`src/rtl/serial_subtractor.sv`:
```
// Bit-serial two's-complement subtractor: diff = x - y - bin, LSB first,
// one borrow-propagate slice per clock with a valid/ready handshake.
module serial_subtractor #(
    parameter int data_width = 8
) (
    input  logic                  clk,
    input  logic                  reset_n,
    input  logic                  start,
    output logic                  in_ready,
    input  logic [data_width-1:0] x,
    input  logic [data_width-1:0] y,
    input  logic                  bin,
    output logic                  out_valid,
    input  logic                  out_ack,
    output logic [data_width-1:0] diff,
    output logic                  bout,
    output logic                  zero,
    output logic                  ovf
);

    localparam int cw = (data_width < 2) ? 1 : $clog2(data_width + 1);

    typedef enum logic [1:0] {
        IDLE,
        RUN,
        DONE
    } state_t;

    state_t                state, state_n;
    logic [cw-1:0]         cnt;
    logic [data_width-1:0] xs, ys, diff_n;
    logic                  b, d, b_n, last;

    assign d    = xs[0] ^ ys[0] ^ b;
    assign b_n  = (~xs[0] & ys[0]) | (~(xs[0] ^ ys[0]) & b);
    assign last = (cnt == cw'(data_width - 1));

    assign in_ready  = (state == IDLE);
    assign out_valid = (state == DONE);

    always_ff @(posedge clk or negedge reset_n) begin
        if (!reset_n) state <= IDLE;
        else          state <= state_n;
    end

    always_comb begin
        state_n = state;
        unique case (state)
            IDLE:    if (start)   state_n = RUN;
            RUN:     if (last)    state_n = DONE;
            DONE:    if (out_ack) state_n = IDLE;
            default: state_n = IDLE;
        endcase
    end

    // New result bit enters at the MSB so diff is aligned after the last shift.
    always_comb begin
        diff_n                 = diff >> 1;
        diff_n[data_width-1]   = d;
    end

    always_ff @(posedge clk or negedge reset_n) begin
        if (!reset_n) begin
            xs   <= '0;
            ys   <= '0;
            b    <= 1'b0;
            cnt  <= '0;
            diff <= '0;
            bout <= 1'b0;
            zero <= 1'b0;
            ovf  <= 1'b0;
        end else begin
            unique case (state)
                IDLE: begin
                    if (start) begin
                        xs  <= x;
                        ys  <= y;
                        b   <= bin;
                        cnt <= '0;
                    end
                end
                RUN: begin
                    diff <= diff_n;
                    xs   <= xs >> 1;
                    ys   <= ys >> 1;
                    b    <= b_n;
                    cnt  <= cnt + 1'b1;
                    if (last) begin
                        bout <= b_n;
                        ovf  <= b ^ b_n;
                        zero <= (diff_n == '0);
                    end
                end
                default: ;
            endcase
        end
    end

endmodule

```
`config.mk`:
```
export PLATFORM = sky130hd
export DESIGN_NAME = serial_subtractor
export DESIGN_NICKNAME = d
export VERILOG_FILES = /design/src/rtl/serial_subtractor.sv
export SDC_FILE = /design/constraint.sdc
export NUM_CORES = 1
export LEC_CHECK = 0
export BUFFER_PORTS_ARGS = -buffer_cell sky130_fd_sc_hd__buf_2
export CORE_MARGIN = 1.5
export CORE_UTILIZATION = 28
export CTS_CLUSTER_SIZE = 16
export DETAILED_ROUTE_END_ITERATION = 6
export SLEW_MARGIN = 20
export SYNTH_ARGS = -nofsm -noshare
export SYNTH_HDL_FRONTEND = slang
export SYNTH_SLANG_ARGS = --single-unit
```
`constraint.sdc`:
```
create_clock -name clk -period 1.76 [get_ports clk]
set_clock_uncertainty 0.1 [all_clocks]
set_input_delay 0.352 -clock clk [delete_from_list [all_inputs] [get_ports clk]]
set_output_delay 0.352 -clock clk [all_outputs]
set_load 0.01 [all_outputs]
```
==> impl_results.md <==
- Post-CTS setup buffers: 0
- Failing checks: hold timing
- Max_slew headroom: ~70%
- Setup slack, reg-to-reg: approximately 0.18 ns
- Synth area leader: dfrtp_1
- Top cells by area, synth: dfrtp_1, nand2_1, a22oi_1, o21ai_1, nor2b_1
- CTS max path bufs: 2
- Cts hold-fix bufs: 0
- # clock sinks: 34
- DRC: 0
- Full die area: 6330 um^2
- Number of gates resized after CTS: 0
- Primary FF master, synth: dfrtp_1
- Combinational Power Share: between 30% and 40%
- Reg2reg end: zero
- Vias in the first global route: between 1k and 1.5k
- Max-slew violation count: 0
- Row cnt: 27
- DR vias: 1316
- Post-synthesis cell count: ~170
- Internal power: about 2.0 mW
- Final core occ: 35.5%
- CP max stage delay: about 0.45 ns
- R2R depth: 5
- Crit path capture type: primary output
- H-tree levels: 2
- Clock transition at path regs: about 0.070 ns
- Ports: 34
- Clock Power Share: ~17%
- Final hold vios: 5
- Critical path arrival: between 1 and 1.5 ns
- Clock latency on the worst-skew pair: 0.28 ns
- Antenna violations before repair: 0
- RSZ-0062 raised after global routing: no
- Sum of negative setup slack: 0 ns
- Post-synth top cells: dfrtp_1, nand2_1, o21ai_1
- CP Buf/Inv Count: 2
- Starting DRC count in detailed routing: between 50 and 60
- Gp weighted congestion: 0.738
- Post-route ant nets: 0
- Core area: between 5000 and 6000 um^2
- CP cell instances: buf_4 > nor2_1 > buf_2
- Port buffer count: 33
- Slew @ Worst Pin: ~0.45 ns
- Design area: between 1500 and 2000 um^2
- CP startpoint kind: register
- N_diodes: 0
- Total GRT Usage: between 10% and 20%
- Wire length per cell: 13.2 um
- Top-count cell post-synth: dfrtp_1
- Power density cells: about 1600 nW/um^2
- Seq/Total Area, Yosys: 51.9%
- Syn. warnings: 0
- Die Span Y: 79.5 um
- Leakage power of the design: between 0.9 and 1 nW
- Status: complete, but fails checks
- Placed cell area: around 1900 um^2
- Root buffer cell: clkbuf_8
- Net Sw Power: around 1.2 mW
- Fin crit share: 92.2%
- Max-cap violations: 0
- Final setup fails: 0
- Async SR Flop Fraction: 100%
- Post-synth cell types: 30
- First-pass GRT wire length: approximately 6300 um
- Area grow syn2layout: 20.5%
- Synthesized area per cell: ~10 um^2
- Initial DRT Pass Iterations: 4
- CTS tree: yes
- Synth top area share: roughly half
- Fin Hold WS: -0.00396 ns
- Worst IR Drop VDD: just under 0.6 mV
- Syn Std Cell Area: roughly 1600 um^2
- Die Wd: roughly 80 um
- Crit path time final: 1.62 ns
- Largest net degree at the start of global routing: 35
- Layout cells sized above 1: roughly a quarter
- Reg power frac: a little over two fifths
- Synthesized flop and latch total: 34
- RR Startpoint: b
- Global route total overflow: 0
- Crit path kind: register to primary output
- Post-Synthesis Net Count: 191
- Required @ worst endpoint: approximately 1.3 ns
- Sw Share: a little under two fifths
- Starting Density: 29.4%
- EDFF count, synth: 0
- CP top delay family: flip-flops
- Class of the worst hold path: input port to asynchronous set/reset pin
- Dpl hpwl: around 2600 um
- CTS buffer count: 5
- DRT Wirelength: 3670 um
- Post-DR vias/cell: 4.73
- Crit-path max FO: 13
- Fmax: between 0.6 and 0.7 GHz
- Slowest cell on the critical path: dfrtp_1
- Nets: 229
-- layout by cell type, fill, tap and decap left out, types with 2 or more instances in the layout --
master     count
inv_1          5
a22oi_1       13
a21oi_1       14
nand2_1       33
nor2_1         2
nor2b_1       13
dfrtp_1       34
o21ai_1       17
buf_4          8
mux2i_1        3
a22o_1         2
clkbuf_8       5
nor4_1         2
buf_2         33
a2bb2oi_1      3
clkbuf_1       2
and2b_1        2
nand3_1        2
-- how the worst max path moves through the flow --
stage,endpoint,cells after the start,start,slack (ns)
floorplan,ovf,3,xs[0],0.27
global placement,ovf,3,xs[0],0.25
detailed placement,zero,5,b,0.17
CTS,in_ready,3,state[0],0.12
global route,zero,5,b,0.03
finish,in_ready,3,state[0],0.14
-- cell type report --
type / count / area (um^2)
Fill cell: 595 / 3600
Sequential cell: 34 / 851
Multi-Input combinational cell: 119 / 716
Timing Repair Buffer: 41 / 225
Tap cell: 72 / 90.1
Clock buffer: 7 / 76.3
Inverter: 5 / 18.8
-- registers in the layout, indices dropped and copies added, names as in the netlist --
signal / count
cnt: 4
b: 1
ys: 8
ovf: 1
bout: 1
state: 2
xs: 8
diff: 8
zero: 1
-- metal layers --
layer / up-vias / wire [um] / GRT usage [%]
li1: 657 / - / -
met1: 626 / 1870 / 17.7
met2: 31 / 1630 / 19.4
met3: 2 / 148 / 3.09
met4: 0 / 17 / 4.21
met5: - / 0 / 0
-- stage by stage --
stage / total power, mW / cells / setup WS (ns)
2_1_floorplan: 2.25 / 168 / 0.274
3_3_place_gp: 2.63 / 271 / 0.250
3_5_place_dp: 2.67 / 271 / 0.165
4_1_cts: 3.22 / 278 / 0.122
5_1_grt: 3.45 / 278 / 0.0301
6_report: 3.18 / 278 / 0.138
-- cells by family (layout without fill, tap and decap cells) --
group / count (synthesis) / after routing / share of synthesized area [%]
simple gates: 59 / 59 / 18.5
compound gates: 53 / 53 / 20.1
flops: 34 / 34 / 51.9
buf+inv: 15 / 53 / 4.50
mux: 4 / 4 / 2.52
fa+ha+maj: 2 / 2 / 1.98
xor+xnor: 1 / 1 / 0.534
-- power groups by stage --
stage	registers (mW)	logic, mW	clock network (mW)
floorplan	1.37	0.880	0
global placement	1.37	1.26	0
detailed placement	1.38	1.29	0
CTS	1.37	1.29	0.557
global route	1.42	1.44	0.588
finish	1.37	1.27	0.538
Power figures use the tool's default switching activity.
